**src/rtl/rti_pop_unit.sv**
```systemverilog
`default_nettype none
// +--------------------------------------------------------------------------+
// | rti_pop_unit: owns the stack pointer and pops flags / PC-high / PC-low   |
// | words for return-from-interrupt, driving flags and PC write-back strobes.|
// | Revision: 1.0                                                            |
// +--------------------------------------------------------------------------+
module rti_pop_unit #(
  parameter int DATA_W = 16,
  parameter int ADDR_W = 12,
  parameter int FLAG_W = 4,
  parameter logic [ADDR_W-1:0] STACK_TOP = {ADDR_W{1'b1}}
) (
  input  logic                  clk,
  input  logic                  rst,
  input  logic                  rti_pop,
  input  logic [1:0]            pop_segment,
  input  logic                  write_flags,
  input  logic                  write_pc,
  input  logic                  inc_pc,
  input  logic                  push_dec,
  output logic                  mem_rd_en,
  output logic [ADDR_W-1:0]     mem_addr,
  input  logic [DATA_W-1:0]     mem_rdata,
  output logic [ADDR_W-1:0]     sp,
  output logic [FLAG_W-1:0]     flags_out,
  output logic                  flags_we,
  output logic [2*DATA_W-1:0]   pc_out,
  output logic                  pc_we,
  output logic                  underflow,
  output logic                  seq_err
);

  localparam logic [1:0] c_SEG_FLAGS = 2'b00;
  localparam logic [1:0] c_SEG_PCHI  = 2'b01;
  localparam logic [1:0] c_SEG_PCLO  = 2'b10;

  logic [ADDR_W-1:0]   r_sp;
  logic [1:0]          r_seg;
  logic                r_pend;
  logic [FLAG_W-1:0]   r_flags;
  logic [DATA_W-1:0]   r_pchi;
  logic [DATA_W-1:0]   r_pclo;
  logic                r_fv;
  logic                r_hv;
  logic                r_lv;
  logic [FLAG_W-1:0]   r_flags_last;
  logic [2*DATA_W-1:0] r_pc_last;
  logic                r_underflow;
  logic                r_seq_err;

  logic                w_at_top;
  logic                w_issue;
  logic                w_cap_flags;
  logic                w_cap_hi;
  logic                w_cap_lo;
  logic [FLAG_W-1:0]   w_flags_val;
  logic [DATA_W-1:0]   w_hi_val;
  logic [DATA_W-1:0]   w_lo_val;
  logic [2*DATA_W-1:0] w_pc_val;
  logic                w_pc_incomplete;
  logic                w_collide;

  assign w_at_top    = (r_sp == STACK_TOP);
  assign w_issue     = rti_pop && !w_at_top;
  assign w_cap_flags = r_pend && (r_seg == c_SEG_FLAGS);
  assign w_cap_hi    = r_pend && (r_seg == c_SEG_PCHI);
  assign w_cap_lo    = r_pend && (r_seg == c_SEG_PCLO);
  assign w_collide   = rti_pop && push_dec;

  // Words arriving this cycle bypass the holding registers so a commit can
  // land in the same cycle as the final capture.
  always_comb begin
    w_flags_val     = w_cap_flags ? mem_rdata[FLAG_W-1:0] : r_flags;
    w_hi_val        = w_cap_hi ? mem_rdata : r_pchi;
    w_lo_val        = w_cap_lo ? mem_rdata : r_pclo;
    w_pc_val        = {w_hi_val, w_lo_val} + {{(2*DATA_W-1){1'b0}}, inc_pc};
    w_pc_incomplete = !((r_hv || w_cap_hi) && (r_lv || w_cap_lo));
  end

  assign mem_rd_en = w_issue;
  assign mem_addr  = r_sp + 1'b1;
  assign sp        = r_sp;
  assign flags_we  = write_flags;
  assign pc_we     = write_pc;
  assign flags_out = write_flags ? w_flags_val : r_flags_last;
  assign pc_out    = write_pc ? w_pc_val : r_pc_last;
  assign underflow = r_underflow;
  assign seq_err   = r_seq_err;

  always_ff @(posedge clk or negedge rst) begin
    if (!rst) begin
      r_sp         <= STACK_TOP;
      r_seg        <= 2'b00;
      r_pend       <= 1'b0;
      r_flags      <= '0;
      r_pchi       <= '0;
      r_pclo       <= '0;
      r_fv         <= 1'b0;
      r_hv         <= 1'b0;
      r_lv         <= 1'b0;
      r_flags_last <= '0;
      r_pc_last    <= '0;
      r_underflow  <= 1'b0;
      r_seq_err    <= 1'b0;
    end else begin
      r_pend <= w_issue;
      r_seg  <= pop_segment;

      if (w_issue) begin
        r_sp <= r_sp + 1'b1;
      end else if (push_dec && !rti_pop) begin
        r_sp <= (r_sp == '0) ? STACK_TOP : r_sp - 1'b1;
      end

      if (w_cap_flags) r_flags <= mem_rdata[FLAG_W-1:0];
      if (w_cap_hi)    r_pchi  <= mem_rdata;
      if (w_cap_lo)    r_pclo  <= mem_rdata;

      // A commit consumes the value, including one captured in the same cycle.
      if (write_flags)      r_fv <= 1'b0;
      else if (w_cap_flags) r_fv <= 1'b1;
      if (write_pc)         r_hv <= 1'b0;
      else if (w_cap_hi)    r_hv <= 1'b1;
      if (write_pc)         r_lv <= 1'b0;
      else if (w_cap_lo)    r_lv <= 1'b1;

      if (write_flags) r_flags_last <= w_flags_val;
      if (write_pc)    r_pc_last    <= w_pc_val;

      if (rti_pop && w_at_top) r_underflow <= 1'b1;
      if (w_collide || (write_pc && w_pc_incomplete)) r_seq_err <= 1'b1;
    end
  end

endmodule
`default_nettype wire

```
**config.mk**
```make
export PLATFORM = sky130hd
export DESIGN_NAME = rti_pop_unit
export DESIGN_NICKNAME = d
export VERILOG_FILES = /design/src/rtl/rti_pop_unit.sv
export SDC_FILE = /design/constraint.sdc
export NUM_CORES = 1
export LEC_CHECK = 0
export ABC_AREA = 1
export ABC_CLOCK_PERIOD_IN_PS = 2900
export BUFFER_PORTS_ARGS = -buffer_cell sky130_fd_sc_hd__buf_4
export CAP_MARGIN = 20
export CORE_UTILIZATION = 45
export DETAILED_ROUTE_END_ITERATION = 12
export PLACE_DENSITY = 0.7
export SETUP_SLACK_MARGIN = 0.5
export SLEW_MARGIN = 40
export SYNTH_ARGS = -nofsm -noshare
export SYNTH_HDL_FRONTEND = slang
export SYNTH_SLANG_ARGS = --single-unit
```
**constraint.sdc**
```tcl
create_clock -name clk -period 2.9 [get_ports clk]
set_input_delay 0.145 -clock clk [delete_from_list [all_inputs] [get_ports clk]]
set_output_delay 0.145 -clock clk [all_outputs]
set_load 0.005 [all_outputs]
```
; Yosys cells after proc, flatten, opt, wreduce, memory -nomap -nowiden
; Index checks and enable logic that the tools add are counted.
[classes]
eq_ne = 3
mux = 12
reduce_logical = 20
add_sub_neg = 3
[ops]
columns = op, n
row1 = $mux W12, 3
row2 = $add A32 B1 Y32, 1
row3 = $mux W16, 2
row4 = $mux W32, 1
row5 = $add A12 B1 Y12 const B, 1
row6 = $eq A12 B12 Y1 const B, 1
row7 = $logic_not A12 Y1, 1
row8 = $sub A12 B1 Y12 const B, 1
row9 = $logic_and A1 B1 Y1, 9
row10 = $mux W4, 2
row11 = $reduce_bool A2 Y1, 3
row12 = $mux W1, 4
row13 = $logic_not A1 Y1, 3
row14 = $logic_or A1 B1 Y1, 3
row15 = $eq A2 B1 Y1 const B, 1
row16 = $eq A2 B2 Y1 const B, 1
row17 = $logic_not A2 Y1, 1
[totals]
word_cells = 50
register_bits = 91
output_inout_bits = 65

; Logic depth before layout (Yosys ltp)
[logic_depth]
depth_word = 7
ltp_mapped = 14

; Worst setup path before layout
; Ideal clock, no wire load.
[synth_timing]
path_type = register to output
from = register r_seg[0]
to = output pc_out[14]
required_time_ps = 2755
n_path_buf = 1
path_stages_with_launch = 13
t_arrival_ps = 2101
path_slack_ps = 654
cell_sequence = dfrtp_1 > inv_2 > nand3_4 > buf_6 > o21ai_0 > ha_1 > nand3_1 > nor2_8 > nand2_1 > nor2_4 > or2_2 > nand3_1 > nand2_1
[synth_between]
elab_chain_cells = 5
[synth_lines]
columns = element, line
row1 = "start, declared", 38  ; logic [1:0] r_seg;
row2 = "start signal, assigned", 107  ; r_seg <= pop_segment;
row3 = $eq A2 B2 Y1, 67  ; assign w_cap_lo = r_pend && (r_seg == c_SEG_PCLO);
row4 = $logic_and A1 B1 Y1, 67
row5 = $mux W16, n/a
row6 = net w_lo_val[0], 58  ; logic [DATA_W-1:0] w_lo_val;
row7 = $add A32 B1 Y32, 76  ; w_pc_val = {w_hi_val, w_lo_val} + {{(2*DATA_W-1){1'b0}}, inc_pc};
row8 = $mux W32, n/a
row9 = "end, declared", 27  ; output logic [2*DATA_W-1:0] pc_out,
; The timed path passes the listed nets, and every way through them passes these cells.

; Worst setup path in the final report
[layout_timing]
from = register r_seg[1]
to = output pc_out[31]
; The elaborated chain is that of the path after synthesis.

==> summary.md <==
| Metric | Value |
|---|---|
| Outcome | `complete, no violations` |
| Slew Viols, Final | `0` |
| Fin crit period | `2.64 ns` |
| Initial antenna violation count | `0` |
| Post-synth top cells | `nand2_1, dfrtp_1, nand3_1, inv_1, nor2_1` |
| CP max-delay cell | `dfrtp_2` |
| Lkg Pwr | `3.39 nW` |
| Layout cells sized above 1 | `0.349` |
| P per Cell Area | `633 nW/um^2` |
| I/O pins | `90` |
| Reg area | `2290 sq um` |
| Flops & latches, synth | `91` |
| Max Buffers Root-to-Sink | `2` |
| Layout area overhead | `36.8%` |
| Die W | `108 um` |
| Ant diodes | `0` |
| Setup crit start kind | `flop` |
| Slew headroom | `0.641` |
| Synth top area share | `0.388` |
| Starting DRC count in detailed routing | `337` |
| Drt total wl | `15400 um` |
| Clock sink count | `91` |
| Fin. Hold Viols | `0` |
| GRT busiest layer | `met2` |
| Clk_skew | `0.00816 ns` |
| Drt pass-1 iters | `7` |
| Met1 Use GR | `0.362` |
| Synth Flop Type | `dfrtp_1` |
| CP required | `2.76 ns` |
| Syn Area/Cell | `7.58 sq um` |
| Clk root buf | `clkbuf_16` |
| Actual slew at the worst max-slew pin | `0.537 ns` |
| Sequential fraction of the synthesis area | `0.450` |
| Tot GR Track Use | `0.273` |
| Crit path cell chain | `buf_6, nand3_4, nand2_2, o21ai_4, ha_4, nand3_4, nor2_8, nand2_4, nor2_4, nand2_1, nand2_1, nand3_2, nand2_2, buf_4` |
| Max FO, Critical Path | `8` |
| Pin count of the biggest net entering global routing | `92` |
| Vias in the first global route | `4825` |
| Routed WL per cell | `16.2 um` |
| Netlist cell types | `39` |
| Async S/R FF share, synth | `1.00` |
| Tcrit/Tclk final | `0.911` |
| Die Y | `108 um` |
| M2 GR Usage | `0.446` |
| RSZ-0062 raised after global routing | `true` |
| Post-DP HPWL | `10700 um` |
| Top cells by area, synth | `dfrtp_1, nand2_1, dfstp_2` |
| CTS H-tree lvls | `3` |
| Cell count after placement | `888` |
| Synth Instances | `672` |
| CTS tree | `built` |
| Net Count, Synth | `702` |
| Residual DRC | `0` |
| Clk slew on worst S/H paths | `0.07 ns` |
| Setup_tns | `0 ns` |
| Routability cong. | `0.952` |
| Num rows | `38` |
| Count leader, synth | `nand2_1` |
| Worst Path Buf+Inv | `2` |
| CTS buffer count | `9` |
| Critical setup path kind | `flop to output pin` |
| Fillers | `942` |
| Multi-input logic area | `2740 sq um` |
| Gr ovfl total | `0` |
| # nets final | `835` |
| Setup Viol. Count Final | `0` |
| PortBufs | `89` |
| Mapped cell area | `5090 sq um` |
| Max VDD drop | `0.000386 V` |
| Endpoint type of the worst setup path | `output pin` |
| Post-synth EDFFs | `0` |
| CP top delay family | `simple AND/OR/NAND/NOR gates` |
| Max-cap violations | `0` |
| Worst stage delay on the critical path | `0.44 ns` |
| Fmax | `378 MHz` |
| Met3 Use GR | `0.0446` |
| Core Area | `10900 sq um` |
| Die Footprint | `11700 sq um` |
| Routed Antenna Nets | `0` |
| Hold/Removal Path Class | `input pin to flop` |
| Cell taking the most area after synthesis | `dfrtp_1` |
| Synthesis Warnings | `0` |
| Worst-Skew Late Latency | `0.35 ns` |
| Power, Total | `4.40 mW` |
| Crit path DAT | `2.50 ns` |
| Initial core utilization | `0.466` |
| DR vias | `5070` |
| Final non-filler cell total | `950` |
| First-pass GRT wire length | `24300 um` |
| Via density per instance | `5.34` |
## worst paths after layout
check	start	to	slack [ns]	depth (start not counted)
max	r_seg[1]$_DFF_PN0_	pc_out[31]	0.26	14
min	push_dec	seq_err$_DFFE_PN0P_	0.05	2
max reg2reg	sp[0]$_DFFE_PN1P_	sp[2]$_DFFE_PN1P_	0.66	7
min reg2reg	r_pc_last[0]$_DFF_PN0_	r_pc_last[0]$_DFF_PN0_	0.48	2
max in group asynchronous	rst	r_seg[1]$_DFF_PN0_	2.12	3
min in group asynchronous	rst	r_pc_last[3]$_DFF_PN0_	0.38	3
## per-layer routing
metal	share of wire	wire [um]	vias to the layer above
li1	-	-	2436
met4	0.019	300	0
met3	0.062	954	25
met1	0.44	6830	2420
met2	0.48	7350	189
met5	0	0	-
## state kept, by name, indices dropped and copies added (netlist names), 2 cells and up
| register | count |
|---|---|
| sp | 12 |
| r_pclo | 16 |
| r_flags_last | 4 |
| r_seg | 2 |
| r_pc_last | 32 |
| r_flags | 4 |
| r_pchi | 16 |
## layout make-up
type / count / area share
repair buffers: 146 / 0.171
clock buffers: 12 / 0.0354
inverters: 61 / 0.0341
well taps: 140 / 0.0252
clock inverters: 4 / 0.0106
flip-flops and latches: 91 / 0.330
multi-input cells: 496 / 0.394
## power breakdown
group	internal, mW	switching (mW)	total, mW
combinational	0.633	0.816	1.45
sequential	1.53	0.148	1.68
clock	0.780	0.495	1.27
## cell families (layout without fill, tap and decap cells)
group | after synthesis | in the layout | synth area share
AND/OR/NAND/NOR | 424 | 424 | 0.376
flip-flops | 91 | 91 | 0.450
XOR/XNOR | 8 | 8 | 0.0138
multiplexers | 5 | 5 | 0.0111
buffers and inverters | 85 | 223 | 0.0740
adder cells (fa/ha/maj) | 5 | 5 | 0.0123
AO/OA/AOI/OAI | 54 | 54 | 0.0624
## layout by cell type, fill, tap and decap left out, types with 6 or more instances in the layout
cell type    n
nor2_1      26
o211ai_1     8
nor2_4      17
nor2_2      17
nand3_1     57
nand2_2     47
inv_1       57
nand4_1     28
a21oi_1      8
buf_4      131
nand2_4      7
dfstp_2     12
nand2_1    205
xor2_1       6
o21ai_0     21
dfrtp_1     77
clkbuf_16    9
## through the flow
stage / hold slack, ns / utilization / worst slack [ns] / area (sq um)
4_1_cts: 0.0375 / 0.616 / 0.381 / 6740
6_report: 0.0451 / 0.637 / 0.258 / 6960
3_5_place_dp: 0.242 / 0.538 / 0.238 / 5880
2_1_floorplan: -0.151 / - / 0.654 / 5090
3_3_place_gp: 0.234 / 0.538 / 0.267 / 5880
5_1_grt: 0.0574 / 0.637 / 0.140 / 6960
## what timing repair did
action,CTS,global route
pin swaps,26,22
hold buffers,3,0
setup endpoints to repair,37,30
resized for setup,71,41
cloned,0,1
buffers inserted,32,10
hold endpoints to repair,81,0
Note: power is estimated with default switching activity, not from simulation.
